$ cat src/rtl/clk_recover_set_counter.sv
// Bit-clock recovery for an oversampled serial line: a phase counter re-aligned
// on every rx transition produces a one-cycle strobe at each recovered bit centre.
module clk_recover_set_counter #(
  parameter int unsigned TARGET_PERIOD = 10
) (
  input  logic clk,
  input  logic rst,
  input  logic rx,
  output logic clkStrobe,
  output logic rxClocked
);

  localparam int unsigned HALF = TARGET_PERIOD / 2;
  localparam int unsigned CW   = $clog2(TARGET_PERIOD);

  localparam logic [CW-1:0] COUNT_LAST = CW'(TARGET_PERIOD - 1);
  localparam logic [CW-1:0] COUNT_HALF = CW'(HALF);

  logic          rxSync1;
  logic          rxSync;
  logic          rxPrev;
  logic          rxEdge;
  logic [CW-1:0] counter;

  always_comb begin
    rxEdge = rxSync ^ rxPrev;
  end

  always_ff @(posedge clk) begin
    if (rst) begin
      rxSync1   <= 1'b0;
      rxSync    <= 1'b0;
      rxPrev    <= 1'b0;
      counter   <= '0;
      clkStrobe <= 1'b0;
      rxClocked <= 1'b0;
    end else begin
      rxSync1 <= rx;
      rxSync  <= rxSync1;
      rxPrev  <= rxSync;

      // A transition re-phases the counter and wins over a coincident bit centre.
      if (rxEdge) begin
        counter <= '0;
      end else if (counter == COUNT_LAST) begin
        counter <= '0;
      end else begin
        counter <= counter + 1'b1;
      end

      if (!rxEdge && counter == COUNT_HALF) begin
        clkStrobe <= 1'b1;
        rxClocked <= rxSync;
      end else begin
        clkStrobe <= 1'b0;
      end
    end
  end

endmodule

$ cat config.mk
export PLATFORM = sky130hd
export DESIGN_NAME = clk_recover_set_counter
export DESIGN_NICKNAME = d
export VERILOG_FILES = /design/src/rtl/clk_recover_set_counter.sv
export SDC_FILE = /design/constraint.sdc
export NUM_CORES = 1
export LEC_CHECK = 0
export ABC_CLOCK_PERIOD_IN_PS = 1600
export CORE_AREA = 4 4 41 43
export DETAILED_ROUTE_END_ITERATION = 10
export DIE_AREA = 0 0 45 47
export GPL_TIMING_DRIVEN = 0
export PLACE_DENSITY_LB_ADDON = 0.12
export SETUP_SLACK_MARGIN = 0.05
export SKIP_CTS_REPAIR_TIMING = 1
export SYNTH_ARGS = -nofsm -noshare
export SYNTH_HDL_FRONTEND = slang
export SYNTH_SLANG_ARGS = --single-unit
$ cat constraint.sdc
create_clock -name clk -period 1.6 [get_ports clk]
set_clock_uncertainty 0.15 [all_clocks]
set_input_delay 0.4 -clock clk [delete_from_list [all_inputs] [get_ports clk]]
set_output_delay 0.4 -clock clk [all_outputs]
set_load 0.05 [all_outputs]
==> results of run 1 <==
synth_stat cells, drive strengths merged:
cell / instances
xor2: 2
o21ai: 2
xnor2: 1
nand3: 1
a21oi: 1
nor3: 1
inv: 2
nor2: 4
dfxtp: 9
and4b: 1
nor2b: 3
ha: 2
a311o: 1
nand3b: 1
flip-flops by register name, indices dropped and copies added (netlist names):
| signal | cells |
|---|---|
| rxPrev | 1 |
| rxSync | 1 |
| rxSync1 | 1 |
| rxClocked | 1 |
| clkStrobe | 1 |
| counter | 4 |
path summary, 6_finish.rpt:
kind,start,endpoint,cells after the start
worst min-delay path,rxSync1$_SDFF_PP0_,rxSync$_SDFF_PP0_,1
worst max-delay path,rxClocked$_SDFFE_PP0P_,rxClocked,1
worst max register to register,counter[1]$_SDFF_PP0_,counter[3]$_SDFF_PP0_,4
worst min register to register,rxSync1$_SDFF_PP0_,rxSync$_SDFF_PP0_,1
power groups by stage:
stage | combinational [W] | sequential, W | clock [W]
floorplan | 0.0000176 | 0.000246 | 0
global placement | 0.0000275 | 0.000247 | 0
detailed placement | 0.0000282 | 0.000247 | 0
CTS | 0.0000283 | 0.000242 | 0.000182
global route | 0.0000325 | 0.000243 | 0.000190
finish | 0.0000272 | 0.000242 | 0.000172
final cells by class:
cell class                 instances  area [sq um]
fill                             154           901
clock buffer                       4          26.3
tap                               15          18.8
sequential                         9           180
timing repair buffer               4          30.0
inverter                           2          7.51
multi-input combinational         20           138
layer usage:
layer	share of wire [%]	track usage (%)	routed length [um]
met1	38	6.39	188
met5	0	0	0
met2	47	9.89	229
met4	2.4	5.26	12
met3	12	6.90	61
cell families after synthesis:
| family | after synthesis |
|---|---|
| AND/OR/NAND/NOR | 11 |
| flip-flops | 9 |
| adder cells (fa/ha/maj) | 2 |
| XOR/XNOR | 3 |
| AO/OA/AOI/OAI | 4 |
| buffers and inverters | 2 |
per-stage QoR:
step / setup slack [ns] / instances
floorplan: 0.357 / 31
detailed placement: -0.0723 / 50
global route: 0.129 / 54
finish: 0.180 / 54
CTS: -0.363 / 54
global placement: -0.0725 / 50
==> implementation parameters, run 1 <==
Parameter                              Value

Clock tree
  Clock slew at reported path FFs    0.06 ns
  CTS sink count    9
  Htree depth    1
  CTS buffer count    3
  Clock tree from TritonCTS    done
  Cell chosen for the clock root    sky130_fd_sc_hd__clkbuf_4
  Clock Latency Late Sink    ~0.26 ns
  Clock Tree Buf Depth    2

Logic synthesis
  Seq cells post-synth    9
  Count of distinct cell types in the synthesized netlist    15
  Synth Net Count    36
  Cell type with the largest total area after synthesis    sky130_fd_sc_hd__dfxtp_1
  Yosys top cell area share    a little under three fifths
  Arithmetic-cell share of the synthesized area counting full adders, half adders and majority gates    roughly 7.7%
  Synthesized instance count    31
  Fraction of the mapped netlist area in simple logic gates    18.8%
  Dominant combinational cell family by area after synthesis    simple AND/OR/NAND/NOR gates
  Portion of netlist area occupied by mux cells    0%
  Fraction of the yosys area taken by sequential cells    a little under three fifths
  Most area-consuming cells after synthesis    sky130_fd_sc_hd__dfxtp_1 55%, sky130_fd_sc_hd__ha_1 7.7%, sky130_fd_sc_hd__nor2b_1 5.8%
  Synth Area per Inst    approximately 10 sq um
  Netlist area before placement    between 300 and 400 sq um
  Total of warnings raised by yosys    0
  Share of the synthesized area in compound gates (AO/OA/AOI/OAI)    7.69%
  XOR/XNOR Fraction of Synth Area    approximately 8.1%

STA
  Transition at the pin with the smallest max-transition slack    around 0.28 ns
  Total count of max-transition violations in the final report    0
  Worst slew slack as a fraction of its limit    ~80%
  Share of the clock period used by the worst path    between 80% and 90%
  Setup TNS    0 ns
  Setup repair after global routing missed its margin    no
  Min Clock Period, post-route    between 1 and 1.5 ns
  Minimum hold slack    approximately 0.29 ns
  Final hold violations    0
  Count of final setup violators    0
  Upper clock frequency limit    between 700 and 800 MHz

Final layout
  Number of antenna repair diodes    0
  Ratio of cells with drive above 1 in the final layout    between 15 and 20%
  Final design utilization    a little under a third
  Synth-to-Final Area Change    23.1%
  Most frequent standard cell in the layout excluding fill and tap cells    sky130_fd_sc_hd__dfxtp_1
  Commonest non-fill, non-tap cells in the layout    9 x sky130_fd_sc_hd__dfxtp_1, 4 x sky130_fd_sc_hd__nor2_1, 3 x sky130_fd_sc_hd__nor2b_1, 3 x sky130_fd_sc_hd__clkbuf_4
  Total number of nets in the final design    between 40 and 50
  Final cell area excluding filler cells    400 sq um

Die
  Placeable core region    1300 sq um
  Total I/O pin count    5
  Die Outline Area    about 2100 sq um
  Placement row count    13
  Die Wd    around 45 um
  Die outline height    between 40 and 50 um
  Initial core utilization    between 20% and 30%

Routing
  Number of antenna-violating nets in the routed design    0
  Remaining routing DRC violations    0
  Count of routing violations after the opening detailed-route iteration    4
  Mean number of vias per cell    4.02
  Vias after detailed routing    217
  TritonRoute pass-1 iters    2
  Final wirelength    roughly 500 um
  Mean routed wirelength per cell    9.09 um

Power
  Leak    0.163 nW
  Proportion of power drawn by flip-flops and latches    about 55%
  Switching power    between 0.00009 and 0.0001 W
  Cell Int Power    between 0.0003 and 0.0004 W
  Power share of the combinational group    slightly above 6%
  Maximum ir drop on the vdd rail    0.435 mV
  Areal power density over the cells    1100 nW/um^2
  Switching part of the total    between 20% and 30%
  Tot Pwr    around 0.00044 W
  Clk pwr share    between 30% and 40%

Global route
  Maximum number of pins on one net before global-route repair    7
  Overflow left after global routing    0
  Total global-route track usage    under 10%
  Antenna violations before repair    0
  Number of global-route vias before repair    232
  First-pass GRT wire length    a little over 900 um

Critical path
  Type of the worst setup path    flip-flop to output pin
  Worst-path cell with the longest stage delay    sky130_fd_sc_hd__dfxtp_1
  Req. time, crit path    approximately 1.1 ns
  Crit path max-delay family    flip-flops
  Cell breakdown of the critical path    clkbuf_2
  Slowest Stage Delay on Critical Path    about 0.33 ns
  Data arrival, critical path    between 0.8 and 0.9 ns
  Reg-to-reg slack, setup    about 0.27 ns
  Element type at the critical path end    output pin
  Sum of buffers and inverters on the critical path    1
  Critical path peak fanout    3
  Crit start category    flip-flop

Flow run
  Max-cap check violation count    0

Place
  Final estimated routing congestion in global placement    roughly 0.65
  Standard cell area after detailed placement    384 sq um
  Number of I/O port buffers    4
  HPWL after detailed placement    380 um

Outcome
  Status    completed

Worst hold path
  Worst min path class    flip-flop to flip-flop
No activity file was read; power rests on OpenSTA's default activity.
==> run 2, diff against run 1 <==
--- a/config.mk
+++ b/config.mk
@@ -5,7 +5,7 @@
 export SDC_FILE = /design/constraint.sdc
 export NUM_CORES = 1
 export LEC_CHECK = 0
-export ABC_CLOCK_PERIOD_IN_PS = 1600
+export ABC_CLOCK_PERIOD_IN_PS = 1800
 export CORE_AREA = 4 4 41 43
 export DETAILED_ROUTE_END_ITERATION = 10
 export DIE_AREA = 0 0 45 47
==> constraint.sdc (replaced) <==
create_clock -name clk -period 1.8 [get_ports clk]
set_clock_uncertainty 0.15 [all_clocks]
set_input_delay 0.45 -clock clk [delete_from_list [all_inputs] [get_ports clk]]
set_output_delay 0.45 -clock clk [all_outputs]
set_load 0.05 [all_outputs]
==> run 2 against run 1 <==
Sequential power down 11%. Power fell by 11%. Flip-flop and latch count stayed put. Global-route usage is the same. First-iteration DRC count fell by 25%. Final cell count did not move. Die area unchanged.
==> implementation parameters, run 2 (synthesis gave the netlist of run 1 again) <==
Parameter                              Value

Place
  Number of I/O port buffers    4
  Standard cell area after detailed placement    384 sq um
  Count of placed standard cells including taps    50
  HPWL after detailed placement    380 um
  Final estimated routing congestion in global placement    between 0.6 and 0.7

Global route
  Number of global-route vias before repair    around 230
  Antenna violations before repair    0
  First-pass GRT wire length    slightly above 900 um
  Maximum number of pins on one net before global-route repair    7
  Overflow left after global routing    0
  Total global-route track usage    7.12%

Clock tree
  Clock Latency Late Sink    ~0.26 ns
  CTS sink count    9
  Clock slew at reported path FFs    ~0.060 ns
  Clock tree from TritonCTS    done
  Cell chosen for the clock root    sky130_fd_sc_hd__clkbuf_4
  Htree depth    1
  CTS buffer count    3
  Clock Tree Buf Depth    2

Routing
  Number of antenna-violating nets in the routed design    0
  TritonRoute pass-1 iters    2
  Count of routing violations after the opening detailed-route iteration    3
  Remaining routing DRC violations    0
  Vias after detailed routing    between 200 and 250
  Mean routed wirelength per cell    around 9.1 um
  Final wirelength    between 400 and 500 um
  Mean number of vias per cell    approximately 4.0

STA
  Min Clock Period, post-route    1.61 ns
  Final hold violations    0
  Worst slew slack as a fraction of its limit    roughly two thirds
  Count of final setup violators    0
  Total count of max-transition violations in the final report    0
  Upper clock frequency limit    roughly 620 MHz
  Share of the clock period used by the worst path    roughly 89%
  Transition at the pin with the smallest max-transition slack    about 0.50 ns
  Setup repair after global routing missed its margin    no

Worst hold path
  Worst min path class    flip-flop to flip-flop

Critical path
  Req. time, crit path    ~1.2 ns
  Data arrival, critical path    between 1 and 1.5 ns
  Crit path max-delay family    buffers and inverters
  Crit start category    flip-flop
  Cell breakdown of the critical path    dlymetal6s2s_1
  Element type at the critical path end    output pin
  Sum of buffers and inverters on the critical path    1
  Reg-to-reg slack, setup    between 0.4 and 0.5 ns
  Type of the worst setup path    flip-flop to output pin
  Critical path peak fanout    3
  Worst-path cell with the longest stage delay    sky130_fd_sc_hd__dlymetal6s2s_1
  Slowest Stage Delay on Critical Path    0.42 ns

Final layout
  Post-Layout Cell Count    54
  Sequential cell area    180 sq um
  Final cell area excluding filler cells    between 400 and 500 sq um
  Number of flip-flops under the largest register name    4
  Most frequent standard cell in the layout excluding fill and tap cells    sky130_fd_sc_hd__dfxtp_1
  Total number of nets in the final design    between 40 and 50
  Synth-to-Final Area Change    27.7%
  Number of antenna repair diodes    0
  Ratio of cells with drive above 1 in the final layout    around 10%
  Filler cell count in the final layout    150
  Area of the multi-input gates    about 140 sq um
  Register name with the most flops    counter
  Commonest non-fill, non-tap cells in the layout    9 x sky130_fd_sc_hd__dfxtp_1, 4 x sky130_fd_sc_hd__nor2_1, 3 x sky130_fd_sc_hd__nor2b_1, 3 x sky130_fd_sc_hd__clkbuf_4

Power
  Maximum ir drop on the vdd rail    between 0.3 and 0.4 mV
  Leak    ~0.20 nW
  Areal power density over the cells    944 nW/um^2

Outcome
  Status    completed

Die
  Die outline height    around 47 um
  Initial core utilization    approximately a quarter
  Placeable core region    approximately 1300 sq um
  Total I/O pin count    5
  Die Wd    about 45 um
  Placement row count    13
  Die Outline Area    between 2000 and 2500 sq um

Flow run
  Max-cap check violation count    0
## run 2: metrics by stage
step	hold WS, ns	utilization (%)	setup slack [ns]	setup TNS, ns	power [W]
global placement	0.279	29.5	0.0775	0	0.000244
finish	0.293	31.9	0.193	0	0.000392
global route	0.309	31.9	0.140	0	0.000414
CTS	0.304	31.5	-0.213	-0.380	0.000402
floorplan	0.264	-	0.557	0	0.000234
detailed placement	0.289	29.5	0.0777	0	0.000245
## run 2: path summary, 6_finish.rpt
path                     startpoint               endpoint  cells after the start
max reg2reg   counter[1]$_SDFF_PP0_  counter[3]$_SDFF_PP0_                      4
min              rxSync1$_SDFF_PP0_      rxSync$_SDFF_PP0_                      1
min reg2reg      rxSync1$_SDFF_PP0_      rxSync$_SDFF_PP0_                      1
max          rxClocked$_SDFFE_PP0P_              rxClocked                      1
## run 2: power breakdown
part / total, W / internal, W / switching [W]
clock network: 0.000153 / 0.0000853 / 0.0000678
registers: 0.000215 / 0.000208 / 0.00000695
logic: 0.0000243 / 0.0000131 / 0.0000112
total: 0.000392 / 0.000306 / 0.0000859
## run 2: metal layers
| metal | share of wire [%] | vias up | global-route usage (%) | routed length, um |
|---|---|---|---|---|
| met5 | 0 | - | 0 | 0 |
| met3 | 12 | 2 | 6.90 | 61 |
| met1 | 38 | 91 | 6.39 | 187 |
| li1 | - | 118 | - | - |
| met4 | 2.4 | 0 | 5.26 | 12 |
| met2 | 47 | 6 | 9.89 | 230 |
## run 2: area by class of cell
cell class / count / share of cell area [%]
Sequential cell: 9 / 43.4
Tap cell: 15 / 4.52
Inverter: 2 / 1.81
Clock buffer: 4 / 6.33
Multi-Input combinational cell: 20 / 33.1
Timing Repair Buffer: 4 / 10.8
